## src/rtl/seg_pkg.sv

```systemverilog
// Shared types, default parameters and helpers for the seven-segment scan controller.
package seg_pkg;

    localparam int DEF_NUM_DIGITS = 4;
    localparam int DEF_SLOT_CYC   = 1000;
    localparam int DEF_GUARD_CYC  = 16;

    // nib_sel works on a fixed-width vector wide enough for the largest supported display.
    localparam int MAX_DIGITS = 16;
    localparam int NIB_VEC_W  = 4 * MAX_DIGITS;

    typedef enum logic [0:0] {
        GUARD = 1'b0,
        DRIVE = 1'b1
    } state_e;

    localparam logic [0:0] S_GUARD = GUARD;
    localparam logic [0:0] S_DRIVE = DRIVE;

    function automatic logic [3:0] nib_sel(input logic [NIB_VEC_W-1:0] vec,
                                           input logic [3:0]           idx);
        return vec[{idx, 2'b00} +: 4];
    endfunction

endpackage

```

## src/rtl/seg_slot_timer.sv

```systemverilog
// Slot and digit counters for the scan controller; counters sit at zero whenever advance is low.
module seg_slot_timer #(
    parameter int NUM_DIGITS = 4,
    parameter int SLOT_CYC   = 1000,
    parameter int GUARD_CYC  = 16
) (
    input  logic                          clk,
    input  logic                          rst,
    input  logic                          advance,
    output logic [$clog2(NUM_DIGITS)-1:0] idx,
    output logic [$clog2(NUM_DIGITS)-1:0] idx_nxt,
    output logic                          guard_end,
    output logic                          slot_end,
    output logic                          frame_wrap
);

    localparam int CNT_W = $clog2(SLOT_CYC);
    localparam int IDX_W = $clog2(NUM_DIGITS);

    localparam logic [CNT_W-1:0] CNT_LAST   = CNT_W'(SLOT_CYC - 1);
    localparam logic [CNT_W-1:0] GUARD_LAST = CNT_W'(GUARD_CYC - 1);
    localparam logic [IDX_W-1:0] IDX_LAST   = IDX_W'(NUM_DIGITS - 1);

    logic [CNT_W-1:0] cnt;

    assign guard_end  = advance && (cnt == GUARD_LAST);
    assign slot_end   = advance && (cnt == CNT_LAST);
    assign frame_wrap = slot_end && (idx == IDX_LAST);

    always_comb begin
        idx_nxt = idx;
        if (slot_end) begin
            idx_nxt = frame_wrap ? '0 : idx + IDX_W'(1);
        end
    end

    always_ff @(posedge clk or posedge rst) begin
        if (rst) begin
            cnt <= '0;
            idx <= '0;
        end else if (!advance) begin
            cnt <= '0;
            idx <= '0;
        end else begin
            cnt <= slot_end ? '0 : cnt + CNT_W'(1);
            idx <= idx_nxt;
        end
    end

endmodule

```

## src/rtl/seg_scan_ctrl.sv

```systemverilog
// Time-multiplexed hex digit scanner with double-buffered value and an all-off guard per slot.
// Optional leading-zero blanking is built when SEG_SCAN_LZB_EN is defined.
module seg_scan_ctrl
    import seg_pkg::*;
#(
    parameter int NUM_DIGITS = DEF_NUM_DIGITS,
    parameter int SLOT_CYC   = DEF_SLOT_CYC,
    parameter int GUARD_CYC  = DEF_GUARD_CYC
) (
    input  logic                    clk,
    input  logic                    rst,
    input  logic                    en,
    input  logic [4*NUM_DIGITS-1:0] value_i,
    input  logic                    load_i,
    output logic [3:0]              nibble_o,
    output logic [NUM_DIGITS-1:0]   an_o,
    output logic                    frame_start_o
);

    localparam int IDX_W = $clog2(NUM_DIGITS);
    localparam int W     = 4 * NUM_DIGITS;

    logic [W-1:0]          shadow;
    logic [W-1:0]          active;
    logic [W-1:0]          active_n;
    logic                  pending;
    logic                  run;
    logic [0:0]            state;
    logic [0:0]            state_n;
    logic [IDX_W-1:0]      idx;
    logic [IDX_W-1:0]      idx_nxt;
    logic                  guard_end;
    logic                  slot_end;
    logic                  frame_wrap;
    logic                  start;
    logic                  advance;
    logic                  boundary;
    logic                  slot_begin;
    logic [NUM_DIGITS-1:0] blank;
    logic [NUM_DIGITS-1:0] an_n;

    // run remembers that the previous edge saw en high, so start marks the first enabled edge.
    assign start      = en && !run;
    assign advance    = en && run;
    assign boundary   = start || frame_wrap;
    assign slot_begin = start || slot_end;

    seg_slot_timer #(
        .NUM_DIGITS(NUM_DIGITS),
        .SLOT_CYC  (SLOT_CYC),
        .GUARD_CYC (GUARD_CYC)
    ) u_timer (
        .clk       (clk),
        .rst       (rst),
        .advance   (advance),
        .idx       (idx),
        .idx_nxt   (idx_nxt),
        .guard_end (guard_end),
        .slot_end  (slot_end),
        .frame_wrap(frame_wrap)
    );

    always_comb begin
        active_n = active;
        if (boundary) begin
            if (load_i) begin
                active_n = value_i;
            end else if (pending) begin
                active_n = shadow;
            end
        end
    end

    always_comb begin
        state_n = state;
        if (!advance || slot_end) begin
            state_n = S_GUARD;
        end else if (guard_end) begin
            state_n = S_DRIVE;
        end
    end

    always_comb begin
        an_n = '1;
        if (state_n == S_DRIVE && !blank[idx]) begin
            an_n = ~(NUM_DIGITS'(1) << idx);
        end
    end

`ifdef SEG_SCAN_LZB_EN
    logic [NUM_DIGITS-1:0] blank_n;
    logic                  zero_run;

    // A digit is blanked when it and every digit above it are zero; digit 0 always shows.
    always_comb begin
        blank_n  = '0;
        zero_run = 1'b1;
        for (int k = NUM_DIGITS - 1; k >= 1; k--) begin
            zero_run   = zero_run && (active_n[4*k +: 4] == 4'h0);
            blank_n[k] = zero_run;
        end
    end

    always_ff @(posedge clk or posedge rst) begin
        if (rst) begin
            blank <= '0;
        end else if (boundary) begin
            blank <= blank_n;
        end
    end
`else
    assign blank = '0;
`endif

    always_ff @(posedge clk or posedge rst) begin
        if (rst) begin
            run           <= 1'b0;
            state         <= S_GUARD;
            shadow        <= '0;
            active        <= '0;
            pending       <= 1'b0;
            nibble_o      <= 4'h0;
            an_o          <= '1;
            frame_start_o <= 1'b0;
        end else begin
            run           <= en;
            state         <= state_n;
            active        <= active_n;
            an_o          <= an_n;
            frame_start_o <= boundary;
            if (load_i) begin
                shadow <= value_i;
            end
            if (boundary) begin
                pending <= 1'b0;
            end else if (load_i) begin
                pending <= 1'b1;
            end
            // The nibble changes only as a slot opens, while the guard keeps every digit dark.
            if (slot_begin) begin
                nibble_o <= nib_sel(NIB_VEC_W'(active_n), 4'(idx_nxt));
            end
        end
    end

endmodule

```

## config.mk

```make
export PLATFORM = sky130hd
export DESIGN_NAME = seg_scan_ctrl
export DESIGN_NICKNAME = d
export VERILOG_FILES = /design/src/rtl/seg_pkg.sv /design/src/rtl/seg_slot_timer.sv /design/src/rtl/seg_scan_ctrl.sv
export SDC_FILE = /design/constraint.sdc
export NUM_CORES = 1
export LEC_CHECK = 0
export ABC_AREA = 1
export BUFFER_PORTS_ARGS = -buffer_cell sky130_fd_sc_hd__buf_2
export CORE_MARGIN = 5
export CORE_UTILIZATION = 52
export DETAILED_ROUTE_END_ITERATION = 10
export PLACE_DENSITY = 0.75
export SETUP_SLACK_MARGIN = 0.5
export SYNTH_ARGS = -nofsm -noshare
export SYNTH_HDL_FRONTEND = slang
export SYNTH_SLANG_ARGS = --single-unit
```

## constraint.sdc

```tcl
create_clock -name clk -period 1.5 [get_ports clk]
set_input_delay 0.225 -clock clk [delete_from_list [all_inputs] [get_ports clk]]
set_output_delay 0.225 -clock clk [all_outputs]
set_load 0.1 [all_outputs]
```

==> summary.md <==
| Metric | Value |
|---|---|
| Status | complete, but fails checks |
| Failing checks | negative hold slack, negative setup slack |
| Worst Skew | between 0.01 and 0.015 ns |
| Clk_lat worst skew | 0.32 ns |
| H-tree lvl count | 2 |
| Rel. slew slack | roughly 70% |
| Row Count | 26 |
| Synth Warn # | 0 |
| Die height | approximately 83 µm |
| Top cell type's share of synthesized area | approximately 47% |
| Wire per inst | approximately 14 µm |
| # placed instances | 465 |
| Gr usage total | a little over a fifth |
| Post-layout min period | approximately 1.8 ns |
| I/O pin total | 29 |
| Root buffer cell | clkbuf_8 |
| Syn_nets | 360 |
| Syn Area/Cell | 8.19 µm² |
| Die ar. | between 6000 and 7000 µm² |
| Worst setup margin | -0.315 ns |
| Final setup fails | 20 |
| Reg2reg start | u_timer.cnt[0]$_DFF_PP0_ |
| Dpl cell area | around 3400 µm² |
| Gpl congestion | 0.859 |
| RSZ-0062 raised after global routing | yes |
| Total core area | about 5100 µm² |
| Initial antenna violation count | 0 |
| Leakage power | between 2 and 2.5 nW |
| Post-synthesis sequential area ratio | between 50% and 60% |
| Max-cap violations | 0 |
| Most frequent cells in the layout | nand2_1 (76), dfrtp_1 (50), buf_4 (47), o21ai_0 (32), nand3_1 (29) |
| Drt pass-1 iters | 5 |
| Routed Antenna Nets | 0 |
| Syn Inst Count | roughly 340 |
| First-pass GRT wire length | between 10000 and 15000 µm |
| Critical Path End Type | flop |
| Vias in the first global route | between 2000 and 2500 |
| Crit path from | u_timer.cnt[0]$_DFF_PP0_ |
| Non-filler cells, final | around 490 |
| CTS Sinks | 56 |
| Gr ovfl total | 0 |
| Area Overhead vs Synth | 45.2% |
| Reg2Reg Depth | 14 |
| Tcrit/Tclk final | 121% |
| Largest net degree at the start of global routing | 50 |
| Total Nets Final | ~450 |
| IO Port Bufs | 28 |
| Pre-CTS worst setup slack | -0.301 ns |
| Detailed Route Iter0 Violations | just over 200 |
| Worst Setup Start Kind | flop |
| WS Path Type | reg2reg |
| CTS clk-pin slew, worst paths | 0.11 ns |
| Hold crit path type | in2async |
| Peak supply drop | around 0.45 mV |
| CP max FO | 6 |
| FMAX | between 500 and 600 MHz |
| Max Buffers Root-to-Sink | 2 |
| Reg2reg setup slack | -0.31 ns |
| DP HPWL | between 4000 and 5000 µm |
| Synth area leader | dfrtp_1 |
| CTS Buf Count | 5 |
| Fin area | around 4000 µm² |
| DRC | 0 |
| Final WL | between 6000 and 7000 µm |
| Count of different cell masters after synthesis | 28 |
| Via/cell ratio | between 5 and 6 |
| Synthesized flop and latch total | 56 |
| CTS tree | built |
| Via count | between 2000 and 3000 |
| Total power | ~0.0034 W |
| Hold_ws | -0.0987 ns |
| CP endpoint | nibble_o[0]$_DFFE_PP0P_ |
| Largest cells by area after synthesis | dfrtp_1 (47%), nand2_1 (12%), nand3_1 (7.8%), o21ai_0 (5.8%), inv_1 (4.0%) |
| Die width | between 80 and 90 µm |
| Final Max Slew Viols | 0 |
| Commonest non-fill, non-tap cell in the layout | nand2_1 |
| N_diodes | 0 |
| Crit path DAT | about 2.0 ns |
| Fin. Hold Viols | 15 |
| Synthesized cell area | between 2000 and 3000 µm² |
| Req. time, crit path | 1.71 ns |
| Fraction of layout cells with a size suffix above 1 | between 40% and 50% |
| Reg-to-Reg End | nibble_o[0]$_DFFE_PP0P_ |
| Worst slew pin tran | 0.455 ns |
| Cell Pwr Density | around 850 nW/µm² |
| Initial core utilization | about 54% |
## area by class of cell
class / count / area (µm²)
Clock buffer: 5 / 68.8
Tap cell: 70 / 87.6
Timing Repair Buffer: 89 / 836
Inverter: 33 / 135
Multi-Input combinational cell: 235 / 1410
Clock inverter: 3 / 22.5
Sequential cell: 56 / 1420
Fill cell: 349 / 1120
## synthesized netlist by cell type
| library cell | count |
|---|---|
| nand2_1 | 90 |
| dfrtp_1 | 52 |
| nand3_1 | 43 |
| o21ai_0 | 32 |
| inv_1 | 29 |
| nor2_1 | 19 |
| a21oi_1 | 18 |
| nand2_2 | 10 |
| clkbuf_1 | 8 |
| ha_1 | 5 |
| nor3_1 | 5 |
| dfstp_2 | 4 |
| inv_2 | 3 |
| buf_2 | 2 |
| nand2_4 | 2 |
| a31oi_1 | 1 |
| buf_12 | 1 |
| clkinv_2 | 1 |
| nand3_4 | 1 |
| nor2_4 | 1 |
| nor2_8 | 1 |
| nor3b_1 | 1 |
| nor4_1 | 1 |
| o21ai_1 | 1 |
| o21ai_2 | 1 |
| or2_2 | 1 |
| xnor2_1 | 1 |
| xor2_1 | 1 |
## metrics by stage
step	util (%)	setup TNS (ns)
floorplan	-	-0.280
global placement	66.1	-0.913
detailed placement	66.1	-1.49
CTS	73.0	-1.47
global route	78.0	-4.66
finish	78.0	-2.06
## sequential cells by signal, indices dropped and copies added, names as in the netlist
signal	cells
state	1
active	16
frame_start_o	1
u_timer.idx	2
shadow	16
an_o	4
pending	1
run	1
u_timer.cnt	10
nibble_o	4
## worst min-delay path by stage
stage | slack (ns) | cells past startpoint | to
floorplan | 0.26 | 0 | run$_DFF_PP0_
global placement | 0.25 | 2 | shadow[9]$_DFFE_PP0P_
detailed placement | 0.27 | 2 | shadow[9]$_DFFE_PP0P_
CTS | -0.09 | 2 | shadow[0]$_DFFE_PP0P_
global route | -0.07 | 2 | shadow[5]$_DFFE_PP0P_
finish | -0.1 | 2 | shadow[0]$_DFFE_PP0P_
## worst max-delay path: stages (launching register included)
cell	delay, ns
dfrtp_1	0.40
ha_2	0.21
nand2_4	0.07
inv_4	0.04
nand2_4	0.08
nor2_8	0.04
nand3_4	0.15
nand2_8	0.09
buf_12	0.14
nand2_1	0.11
nand3_1	0.10
nand3_1	0.11
nand2_1	0.07
nand2_1	0.06
nand2_1	0.04
## kinds of logic after synthesis
logic type	share of synthesized area (%)
XOR/XNOR	0.638
adder cells (fa/ha/maj)	2.28
AND/OR/NAND/NOR	29.3
AO/OA/AOI/OAI	9.85
flip-flops	51.2
buffers and inverters	6.75
## where the power goes
part           internal (W)  switching (W)  total, W
clock network      0.000333       0.000510  0.000843
registers           0.00164      0.0000836   0.00172
logic              0.000313       0.000491  0.000804
total               0.00229        0.00108   0.00337
## layer usage
metal  vias to the layer above  track usage [%]  part of all wire, %
li1                       1257                -                    -
met1                      1225             24.9                   39
met2                        67             39.3                   54
met3                        17             3.90                  4.7
met4                         0             6.21                  2.1
met5                         -                0                    0
## what timing repair did
item / 4_1_cts / 5_1_grt
buffers inserted: 9 / 8
resized for setup: 44 / 45
endpoints found under the setup margin: 48 / 48
gates cloned: 0 / 1
pin swaps: 10 / 14
hold endpoints to repair: 15 / 15
Power figures use the tool's default switching activity.
